[src/rtl/ccu_req_mux.sv]
// Round-robin arbiter in front of ccu_fsm: grants one ACE master per transaction
// and holds the grant from AR to the last R beat, or from AW to the B handshake.
package ccu_req_mux_pkg;

  typedef struct packed {
    logic [3:0]  id;
    logic [31:0] addr;
    logic [7:0]  len;
  } ax_chan_t;

  typedef struct packed {
    logic [31:0] data;
    logic [3:0]  strb;
    logic        last;
  } w_chan_t;

  typedef struct packed {
    logic [3:0]  id;
    logic [31:0] data;
    logic [1:0]  resp;
    logic        last;
  } r_chan_t;

  typedef struct packed {
    logic [3:0] id;
    logic [1:0] resp;
  } b_chan_t;

  typedef struct packed {
    ax_chan_t ar;
    logic     ar_valid;
    ax_chan_t aw;
    logic     aw_valid;
    w_chan_t  w;
    logic     w_valid;
    logic     r_ready;
    logic     b_ready;
  } ace_req_t;

  typedef struct packed {
    logic    ar_ready;
    logic    aw_ready;
    logic    w_ready;
    r_chan_t r;
    logic    r_valid;
    b_chan_t b;
    logic    b_valid;
  } ace_resp_t;

endpackage

module ccu_req_mux
  import ccu_req_mux_pkg::*;
#(
  parameter int unsigned NoMstPorts = 4,
  parameter type         mst_req_t  = ace_req_t,
  parameter type         mst_resp_t = ace_resp_t
) (
  input  logic                                clk_i,
  input  logic                                rst_ni,
  input  mst_req_t  [NoMstPorts-1:0]          slv_reqs_i,
  output mst_resp_t [NoMstPorts-1:0]          slv_resps_o,
  output mst_req_t                            ccu_req_o,
  input  mst_resp_t                           ccu_resp_i,
  output logic                                busy_o,
  output logic [$clog2(NoMstPorts)-1:0]       grant_idx_o
);

  localparam int unsigned IdxW = $clog2(NoMstPorts);
  typedef logic [IdxW-1:0] idx_t;

  typedef enum logic [1:0] {
    IDLE,
    BUSY_R,
    BUSY_W
  } state_e;

  state_e   state_q, state_d;
  idx_t     rr_q, rr_d;
  idx_t     grant_q, grant_d;
  logic     ar_done_q, ar_done_d;
  logic     aw_done_q, aw_done_d;

  logic [NoMstPorts-1:0] req;
  logic                  any_req;
  idx_t                  sel;
  mst_req_t              gnt_req;

  function automatic idx_t wrap(input int unsigned v);
    return idx_t'(v % NoMstPorts);
  endfunction

  always_comb begin
    for (int unsigned i = 0; i < NoMstPorts; i++) begin
      req[i] = slv_reqs_i[i].ar_valid | slv_reqs_i[i].aw_valid;
    end
  end

  // First requester at or above rr_q, wrapping around.
  always_comb begin
    any_req = 1'b0;
    sel     = '0;
    for (int unsigned i = 0; i < NoMstPorts; i++) begin
      if (!any_req && req[wrap(32'(rr_q) + i)]) begin
        any_req = 1'b1;
        sel     = wrap(32'(rr_q) + i);
      end
    end
  end

  assign gnt_req = slv_reqs_i[grant_q];

  always_comb begin
    state_d     = state_q;
    rr_d        = rr_q;
    grant_d     = grant_q;
    ar_done_d   = ar_done_q;
    aw_done_d   = aw_done_q;
    ccu_req_o   = '0;
    slv_resps_o = '0;

    case (state_q)
      IDLE: begin
        if (any_req) begin
          grant_d = sel;
          rr_d    = wrap(32'(sel) + 1);
          state_d = slv_reqs_i[sel].ar_valid ? BUSY_R : BUSY_W;
        end
      end

      BUSY_R: begin
        ccu_req_o.ar       = gnt_req.ar;
        ccu_req_o.ar_valid = gnt_req.ar_valid & ~ar_done_q;
        ccu_req_o.r_ready  = gnt_req.r_ready;
        slv_resps_o[grant_q].ar_ready = ccu_resp_i.ar_ready & ~ar_done_q;
        slv_resps_o[grant_q].r        = ccu_resp_i.r;
        slv_resps_o[grant_q].r_valid  = ccu_resp_i.r_valid;
        if (gnt_req.ar_valid & ~ar_done_q & ccu_resp_i.ar_ready) begin
          ar_done_d = 1'b1;
        end
        if (ccu_resp_i.r_valid & ccu_resp_i.r.last & gnt_req.r_ready) begin
          state_d   = IDLE;
          ar_done_d = 1'b0;
        end
      end

      BUSY_W: begin
        ccu_req_o.aw       = gnt_req.aw;
        ccu_req_o.aw_valid = gnt_req.aw_valid & ~aw_done_q;
        ccu_req_o.w        = gnt_req.w;
        ccu_req_o.w_valid  = gnt_req.w_valid;
        ccu_req_o.b_ready  = gnt_req.b_ready;
        slv_resps_o[grant_q].aw_ready = ccu_resp_i.aw_ready & ~aw_done_q;
        slv_resps_o[grant_q].w_ready  = ccu_resp_i.w_ready;
        slv_resps_o[grant_q].b        = ccu_resp_i.b;
        slv_resps_o[grant_q].b_valid  = ccu_resp_i.b_valid;
        if (gnt_req.aw_valid & ~aw_done_q & ccu_resp_i.aw_ready) begin
          aw_done_d = 1'b1;
        end
        if (ccu_resp_i.b_valid & gnt_req.b_ready) begin
          state_d   = IDLE;
          aw_done_d = 1'b0;
        end
      end

      default: state_d = IDLE;
    endcase
  end

  always_ff @(posedge clk_i or negedge rst_ni) begin
    if (!rst_ni) begin
      state_q   <= IDLE;
      rr_q      <= '0;
      grant_q   <= '0;
      ar_done_q <= 1'b0;
      aw_done_q <= 1'b0;
    end else begin
      state_q   <= state_d;
      rr_q      <= rr_d;
      grant_q   <= grant_d;
      ar_done_q <= ar_done_d;
      aw_done_q <= aw_done_d;
    end
  end

  assign busy_o      = (state_q != IDLE);
  assign grant_idx_o = grant_q;

endmodule

[config.mk]
export PLATFORM = sky130hd
export DESIGN_NAME = ccu_req_mux
export DESIGN_NICKNAME = d
export VERILOG_FILES = /design/src/rtl/ccu_req_mux.sv
export SDC_FILE = /design/constraint.sdc
export NUM_CORES = 1
export LEC_CHECK = 0
export CORE_AREA = 2 2 351 353
export CTS_BUF_LIST = sky130_fd_sc_hd__clkbuf_8
export CTS_CLUSTER_SIZE = 40
export DETAILED_ROUTE_END_ITERATION = 8
export DIE_AREA = 0 0 353 355
export SYNTH_ARGS = -nofsm -noshare
export SYNTH_HDL_FRONTEND = slang
export SYNTH_SLANG_ARGS = --single-unit
export TNS_END_PERCENT = 100
[constraint.sdc]
create_clock -name clk_i -period 4.6 [get_ports clk_i]
set_clock_uncertainty 0.05 [all_clocks]
set_input_delay 1.38 -clock clk_i [delete_from_list [all_inputs] [get_ports clk_i]]
set_output_delay 1.38 -clock clk_i [all_outputs]
set_load 0.005 [all_outputs]
==> After elaboration in Yosys (flattened, before gate mapping) <==
Cells that the tools add are included.
{ "totals": {"latch_bits": 0, "romBits": 0, "mem_count": 0, "out_inout_bits": 333, "register_bits": 8, "elab_cells": 106, "in_bits": 572, "ram_bits": 0} }
{ "op_classes": {"reduce_logical": 15, "order_cmp": 7, "mux": 53, "bitwise": 17, "div_mod_pow": 0, "n_mul": 0, "shifts": 0, "n_eq_ne": 5, "n_addsub": 4} }
{ "op_table": {"columns": ["operator", "count"], "rows": [
  ["200-bit bitwise mux", 5],
  ["50-bit demux with 2-bit select", 7],
  ["130-bit binary-select mux with 2-bit select", 2],
  ["200-bit bitwise AND", 2],
  ["200-bit case mux with 2 select lines", 1],
  ["130-bit two-way mux", 1],
  ["86-bit two-way mux", 1],
  ["83-bit two-way mux", 1],
  ["50-bit two-way mux", 1],
  ["49-bit two-way mux", 1],
  ["48-bit two-way mux", 1],
  ["47-bit two-way mux", 1],
  ["45-bit two-way mux", 1],
  ["2-bit by 3-bit < comparator with 1-bit output (second input constant)", 6],
  ["2-bit two-way mux", 8],
  ["1-bit two-way mux", 15],
  ["1-bit bitwise AND", 9],
  ["1-bit binary-select mux with 2-bit select", 4],
  ["8-bit two-way mux", 1],
  ["7-bit two-way mux", 1],
  ["2-bit inequality test (second input constant)", 3],
  ["2-bit case mux with 3 select lines", 1],
  ["2-bit AND reduction", 3],
  ["2-bit nonzero test", 3],
  ["11 further kinds", 22]
]} }

==> Depth between registers and ports, before layout <==
Gate-level depths: netlist of the first run.
{ "logic_depth": {"depth_word": 18, "ltp_mapped": 6, "depth_no_buf": 6} }

==> Worst setup path after synthesis of the first run <==
No wires, ideal clock.
{ "synth_timing": {"kind": "input to output", "from": "input port slv_reqs_i[391] (netlist name)", "to": "output port ccu_req_o[1] (netlist name)", "setup_slack_ns": 1.149, "path_buffers": 0, "required_time_ns": 3.170, "arrival_ns": 2.021, "stages": 2, "cell_sequence": "mux4_2 > and2_1"} }
{ "synth_lines": {"columns": ["item", "line_no", "text"], "rows": [
  ["from (decl)", "61", "input mst_req_t [NoMstPorts-1:0] slv_reqs_i,"],
  ["to (decl)", "63", "output mst_req_t ccu_req_o,"]
]} }

==> results of run 1 <==
==> synthesized netlist by cell type <==
master,number,area (sq um)
a211o_1,1,8.760
a211oi_1,2,15.01
a21o_1,3,22.52
a21oi_1,6,30.03
a221o_1,1,10.01
a221oi_1,2,17.52
a31oi_1,1,6.260
and2_1,322,2014
and3b_1,1,8.760
buf_2,7,35.03
buf_4,11,82.58
buf_6,6,67.56
clkbuf_1,36,135.1
dfrtp_1,8,200.2
ha_1,3,37.54
inv_1,5,18.77
mux4_2,130,2928
nand2_1,10,37.54
nand2b_1,4,25.02
nand3_1,2,10.01
nand3_2,1,10.01
nand4_1,3,18.77
nor2_1,12,45.04
nor2_2,1,6.260
nor2b_1,1,6.260
nor3_1,9,45.04
nor4_1,2,12.51
o211a_1,1,10.01
o21a_1,2,15.01
o21ai_0,2,10.01
o21ai_1,1,5.000
o21ba_2,1,10.01
o21bai_1,2,15.01
o311ai_2,1,16.27
o31ai_1,2,15.01
o32ai_1,2,17.52
or2_2,1,6.260
xnor2_1,1,8.760
==> cells by family (layout without fill, tap and decap cells) <==
kind of cell / Yosys count / after routing / share of synthesized area (%)
AOI/OAI and AO/OA: 30 / 30 / 3.743
muxes: 130 / 130 / 48.93
adders and majority gates: 3 / 3 / 0.6274
buffers and inverters: 65 / 953 / 5.667
xor gates and xnor gates: 1 / 1 / 0.1464
and+or+nand+nor: 369 / 369 / 37.54
other: 0 / 19 / 0
DFF: 8 / 8 / 3.346
==> stage by stage <==
step / area, sq um / worst slack, ps
finish: 17330 / 36.77
global route: 17300 / 13.03
CTS: 17280 / 1.124
detailed placement: 17240 / -34.10
global placement: 17240 / -47.63
floorplan: 5983 / 1149
==> state kept, by name, indices dropped and copies added (netlist names) <==
signal       cells
rr_q             2
grant_idx_o      2
state_q          2
aw_done_q        1
ar_done_q        1
==> final cells by class <==
class | count | area [sq um]
fill | 13810 | 104100
timing repair buffer | 945 | 9485
multi-input combinational | 533 | 5498
tap | 1625 | 2033
sequential | 8 | 207.7
antenna | 19 | 47.55
clock buffer | 3 | 41.29
inverter | 5 | 18.77
==> metal layers <==
layer  part of all wire [%]  vias to the layer above  GRT usage (%)
met5                   0.63                        -              0
met4                    1.5                       84          1.115
met3                     12                      188          6.656
met2                     47                      648          24.43
met1                     39                     4636          16.52
li1                       -                     4031              -
==> path summary, 6_finish.rpt <==
check	to	slack, ps	cells after the start
setup / recovery	ccu_req_o[2]	40	4
hold / removal	aw_done_q$_DFFE_PN0P_	490	2
setup reg to reg	state_q[0]$_DFFE_PN0P_	2240	5
hold reg to reg	aw_done_q$_DFFE_PN0P_	490	2
max in group asynchronous	grant_idx_o[1]$_DFFE_PN0P_	2780	1
min in group asynchronous	rr_q[0]$_DFFE_PN0P_	1400	1
==> power by group <==
part / switching, mW / internal (mW) / total [mW]
combinational: 2.12 / 2.76 / 4.88
clock: 0.0269 / 0.0566 / 0.0836
sequential: 0.144 / 0.111 / 0.255
total: 2.29 / 2.93 / 5.22
==> worst register-to-register path: cells and delay by family, from the launching register on <==
family	cells	cell delay [ps]
AO/OA/AOI/OAI	2	620
buffers and inverters	1	340
flip-flops	1	850
multiplexers	1	280
AND/OR/NAND/NOR	1	110
==> impl_results.md, run 1 <==
* Outcome: complete, no violations
* Core area at approximately 120000 sq um
* Post-CTS setup buffers at 0
* Final wirelength at roughly 94000 microns
* Top delay family on crit path: buffers and inverters
* Synth warn at 0
* Worst-path maximum fanout at 1
* Pre-Repair DR Iteration Count at 5
* GRT Total Usage at between 10 and 15%
* Die area at about 130000 sq um
* Residual DRC count at 0
* CTS Hold Bufs at 0
* Max-Cap Viols at 0
* Finished Core Util at about 14%
* Slowest stage delay, CP at around 540 ps
* Setup crit start: slv_reqs_i[132]
* First-pass GRT wire length at 113900 microns
* Most frequent cells in the layout: clkdlybuf4s50_1, and2_1, mux4_2
* Skew-Pair Late Insertion Delay at between 200 and 250 ps
* Final hold violations at 0
* Leak at around 5.7 nW
* Vias in the first global route at about 9700
* Layout cells sized above 1 at a little over an eighth
* Mapped Area at around 6000 sq um
* Setup TNS at 0 ps
* Pin count of the biggest net entering global routing at a little under 90
* Worst-margin pin slew at roughly 830 ps
* Overflow after GRT at 0
* Commonest non-fill, non-tap cell in the layout: clkdlybuf4s50_1
* Syn Nets at between 1000 and 1500
* CP endpoint kind: primary output
* PortBufs at 904
* Worst hold path startpoint: aw_done_q$_DFFE_PN0P_
* Max stage delay cell, worst path: clkdlybuf4s50_1
* Final setup violation count at 0
* Num CTS Buffers at 3
* Final net count at about 2100
* CTS tree: yes
* Worst min-delay path class: reg2reg
* Root Driver: clkbuf_8
* Final HPWL from detailed placement at roughly 87000 microns
* Fmax at 0.2191 GHz
* Hold_ws at ~490 ps
* CP startpoint kind: input port
* H-Tree Level Count at 1
* RSZ-0062 raised after global routing: no
* Starting DRC count in detailed routing at roughly 600
* CTS resizes at 2
* Placed cell count at about 3100
* Reg2reg start: grant_idx_o[0]$_DFFE_PN0P_
* Final Non-Filler Cells at around 3100
* Die X at around 350 microns
* Area growth from synthesis to layout at 189.7%
* IO Pins at just over 900
* Critical path required time at 3170 ps
* Synth Instances at 606
* Cells along the critical path: clkdlybuf4s50_1 -> mux4_2 -> and2_1 -> clkdlybuf4s50_1
* RePlAce Congestion at between 0.9 and 1
* CTS max path bufs at 2
* Pwr Density at ~300 nW/um^2
* Vias per Instance at just over 3
* Die Y at around 360 microns
* CP Data Arrival Time at between 3000 and 4000 ps
* Total power at 5.219 mW
* Row count at around 130
* Post-route ant nets at 0
* Routed WL per cell at 29.81 microns
* Slew Limit Fails at 0
* Clock-pin slew on the worst setup and hold paths at about 40 ps
* Slew Limit Headroom at roughly 44%
* Crit path kind: in2out
* Most frequent CP cell: clkdlybuf4s50_1
* Sink Count at 8
* Tmin final at roughly 4600 ps
* Final Cycle Share at just under 100%
* Sequential share of the synthesized area at 3.346%
* Routed via count at 9587
* Crit path buf inv count at 2
* Syn Area/Cell at 9.873 sq um
* Peak VDD IR at between 200 and 300 uV
* Number of synthesized register bits at 8
* Initial antenna violation count at around 110
* Initial core utilization at 4.929%
* Netlist cell types at 38
Power figures use the tool's default switching activity.
==> inputs of run 2 (changes only) <==
--- a/config.mk
+++ b/config.mk
@@ -10,6 +10,7 @@
 export CTS_CLUSTER_SIZE = 40
 export DETAILED_ROUTE_END_ITERATION = 8
 export DIE_AREA = 0 0 353 355
+export SKIP_LAST_GASP = 1
 export SYNTH_ARGS = -nofsm -noshare
 export SYNTH_HDL_FRONTEND = slang
 export SYNTH_SLANG_ARGS = --single-unit
==> results of run 2 <==
Final layout, timing and power as in run 1 (identical DEF).
==> inputs of run 3 (changes only) <==
--- a/config.mk
+++ b/config.mk
@@ -5,11 +5,12 @@
 export SDC_FILE = /design/constraint.sdc
 export NUM_CORES = 1
 export LEC_CHECK = 0
-export CORE_AREA = 2 2 351 353
+export CORE_AREA = 3 3 352 354
 export CTS_BUF_LIST = sky130_fd_sc_hd__clkbuf_8
 export CTS_CLUSTER_SIZE = 40
 export DETAILED_ROUTE_END_ITERATION = 8
-export DIE_AREA = 0 0 353 355
+export DIE_AREA = 0 0 355 357
+export REMOVE_ABC_BUFFERS = 1
 export SKIP_LAST_GASP = 1
 export SYNTH_ARGS = -nofsm -noshare
 export SYNTH_HDL_FRONTEND = slang
==> impl_results.md, run 3 (same netlist as run 1, synthesis figures left out) <==
* IO Pins at 905 (unchanged)
* Cells along the critical path: clkdlybuf4s50_1 -> mux4_2 -> and2_1 -> clkdlybuf4s50_1 (unchanged)
* CP startpoint kind: input port (unchanged)
* CTS max path bufs at 2 (unchanged)
* Tmin final at 4561 ps (was 4563 ps)
* Initial core utilization at 4.929% (unchanged)
* GRT Total Usage at 13.48% (was 14.16%)
* Initial antenna violation count at 122 (was 113)
* Met1 global-route usage at 17.70% (was 16.52%)
* Final net count at 2065 (was 2071)
* Worst min-delay path class: reg2reg (unchanged)
* Starting DRC count in detailed routing at 697 (was 602)
* First-pass GRT wire length at 109900 microns (was 113900 microns)
* Slowest stage delay, CP at 610 ps (was 540 ps)
* Skew-Pair Late Insertion Delay at 250 ps (was 230 ps)
* Die X at 355 microns (was 353 microns)
* Crit path kind: in2out (unchanged)
* CP Data Arrival Time at 3130 ps (about the same)
* Routed via count at 9600 (was 9587)
* Pwr Density at 284.1 nW/um^2 (was 301.1 nW/um^2)
* Most frequent cells in the layout: clkdlybuf4s50_1, and2_1, mux4_2 (unchanged)
* CTS tree: yes (unchanged)
* Final HPWL from detailed placement at 83350 microns (was 87070 microns)
* Row count at 128 (unchanged)
* Peak VDD IR at 237.3 uV (was 277.3 uV)
* Final Cycle Share at 99.14% (was 99.20%)
* Setup TNS at 0 ps (unchanged)
* Post-route ant nets at 0 (unchanged)
* Filler cell count at 13840 (was 13810)
* RSZ-0062 raised after global routing: no (unchanged)
* CTS Hold Bufs at 0 (unchanged)
* GR Util met3 at 4.518% (was 6.656%)
* Internal at 2.864 mW (was 2.930 mW)
* Die area at 126700 sq um (was 125300 sq um)
* Outcome: complete, no violations (unchanged)
* Routed WL per cell at 28.84 microns (was 29.81 microns)
* Worst-margin pin slew at 601.8 ps (was 834.6 ps)
* Area growth from synthesis to layout at 188.1% (was 189.7%)
* Worst-path maximum fanout at 1 (unchanged)
* Pre-Repair DR Iteration Count at 5 (unchanged)
* Finished Core Util at 14.20% (was 14.28%)
* Leak at 5.704 nW (was 5.750 nW)
* Overflow after GRT at 0 (unchanged)
* Most frequent CP cell: clkdlybuf4s50_1 (unchanged)
* Logic gate share of total power at 93.8% (was 93.5%)
* RePlAce Congestion at 0.9587 (was 0.9530)
* Multi-input gate area at 5477 sq um (was 5498 sq um)
* Vias in the first global route at 9568 (was 9690)
* Slew Limit Headroom at 59.75% (was 44.36%)
* Switching portion of total power at 41.50% (was 43.85%)
* Top delay family on crit path: buffers and inverters (unchanged)
* Sink Count at 8 (unchanged)
* CP endpoint kind: primary output (unchanged)
* Crit path buf inv count at 2 (unchanged)
* Residual DRC count at 0 (unchanged)
* Max stage delay cell, worst path: clkdlybuf4s50_1 (unchanged)
* NetSw at 2.032 mW (was 2.289 mW)
* Placed cell count at 3110 (was 3116)
* Fmax at 0.2193 GHz (was 0.2191 GHz)
* Vias per Instance at 3.067 (was 3.055)
* Die Y at 357 microns (was 355 microns)
* Clock Power Share at 2.1% (was 1.6%)
* Layout cells sized above 1 at 12.90% (was 13.32%)
* Slew Limit Fails at 0 (unchanged)
* Critical path required time at 3170 ps (about the same)
* Routing usage on met2 at 22.13% (was 24.43%)
* Commonest non-fill, non-tap cell in the layout: clkdlybuf4s50_1 (unchanged)
* H-Tree Level Count at 1 (unchanged)
* Area post-placement at 17150 sq um (was 17240 sq um)
* Design Area, Final at 17240 sq um (was 17330 sq um)
* Core area at 121400 sq um (unchanged)
* Final Non-Filler Cells at 3130 (was 3138)
* Max-Cap Viols at 0 (unchanged)
* Final hold violations at 0 (unchanged)
* Final setup violation count at 0 (unchanged)
* PortBufs at 904 (unchanged)
* Num CTS Buffers at 3 (unchanged)
* Seq pwr share at 4.1% (was 4.9%)
* Final wirelength at 90280 microns (was 93550 microns)
* Grt peak-use layer: met2 (unchanged)
* Pin count of the biggest net entering global routing at 87 (unchanged)
* Hold_ws at 534.6 ps (was 487.8 ps)
* Clock-pin slew on the worst setup and hold paths at 60 ps (was 40 ps)
* Register Area at 207.7 sq um (unchanged)
* Root Driver: clkbuf_8 (unchanged)
run 3: cell count changes in the layout (fill, tap and decap cells not counted), moves of 2 or more:
cell and change:
nor2_4 -3, dlygate4sd2_1 +2, diode_2 -2, buf_4 -5, nor2_2 +3, buf_12 -2
run 3: worst paths after layout:
path / from / to / slack [ps] / cells past startpoint
min: aw_done_q$_DFFE_PN0P_ / aw_done_q$_DFFE_PN0P_ / 530 / 2
min in group asynchronous: rst_ni / rr_q[0]$_DFFE_PN0P_ / 1460 / 1
max in group asynchronous: rst_ni / grant_idx_o[0]$_DFFE_PN0P_ / 2590 / 1
max: slv_reqs_i[480] / ccu_req_o[90] / 40 / 4
min reg2reg: aw_done_q$_DFFE_PN0P_ / aw_done_q$_DFFE_PN0P_ / 530 / 2
max reg2reg: grant_idx_o[0]$_DFFE_PN0P_ / aw_done_q$_DFFE_PN0P_ / 2410 / 5
run 3: repair_timing:
action,4_1_cts,5_1_grt
endpoints found under the hold margin,0,0
resized for setup,3,3
setup endpoints to repair,3,3
setup buffers,0,0
cloned,0,0
run 3: metrics by stage:
stage	total power, mW	worst slack [ps]
global placement	4.874	-123.5
floorplan	2.680	-4285
finish	4.896	39.39
global route	5.250	31.44
detailed placement	4.865	-133.2
CTS	4.996	3.628
run 3: power by group through the flow:
stage,logic (mW),clock network [mW],registers [mW]
global placement,4.67,0,0.202
global route,4.93,0.114,0.210
CTS,4.68,0.111,0.202
detailed placement,4.66,0,0.204
finish,4.60,0.103,0.198
floorplan,2.16,0,0.517
run 3: final cells by class:
cell class | count | share of cell area [%]
antenna | 17 | 0.2468
clock buffer | 3 | 0.2396
inverter | 5 | 0.1089
multi-input combinational | 533 | 31.77
sequential | 8 | 1.205
tap | 1625 | 11.80
timing repair buffer | 939 | 54.63
run 3: routing by layer:
layer | wire [microns] | vias to the layer above | part of all wire (%)
li1 | - | 4024 | -
met1 | 38720 | 4635 | 43
met2 | 41050 | 765 | 45
met3 | 8927 | 150 | 9.9
met4 | 1428 | 26 | 1.6
met5 | 160 | - | 0.18
run 3: tightest hold or removal path: cells and delay by family (launching register included):
kind,cells,cell delay (ps)
flip-flops,1,360
AO/OA/AOI/OAI,2,180
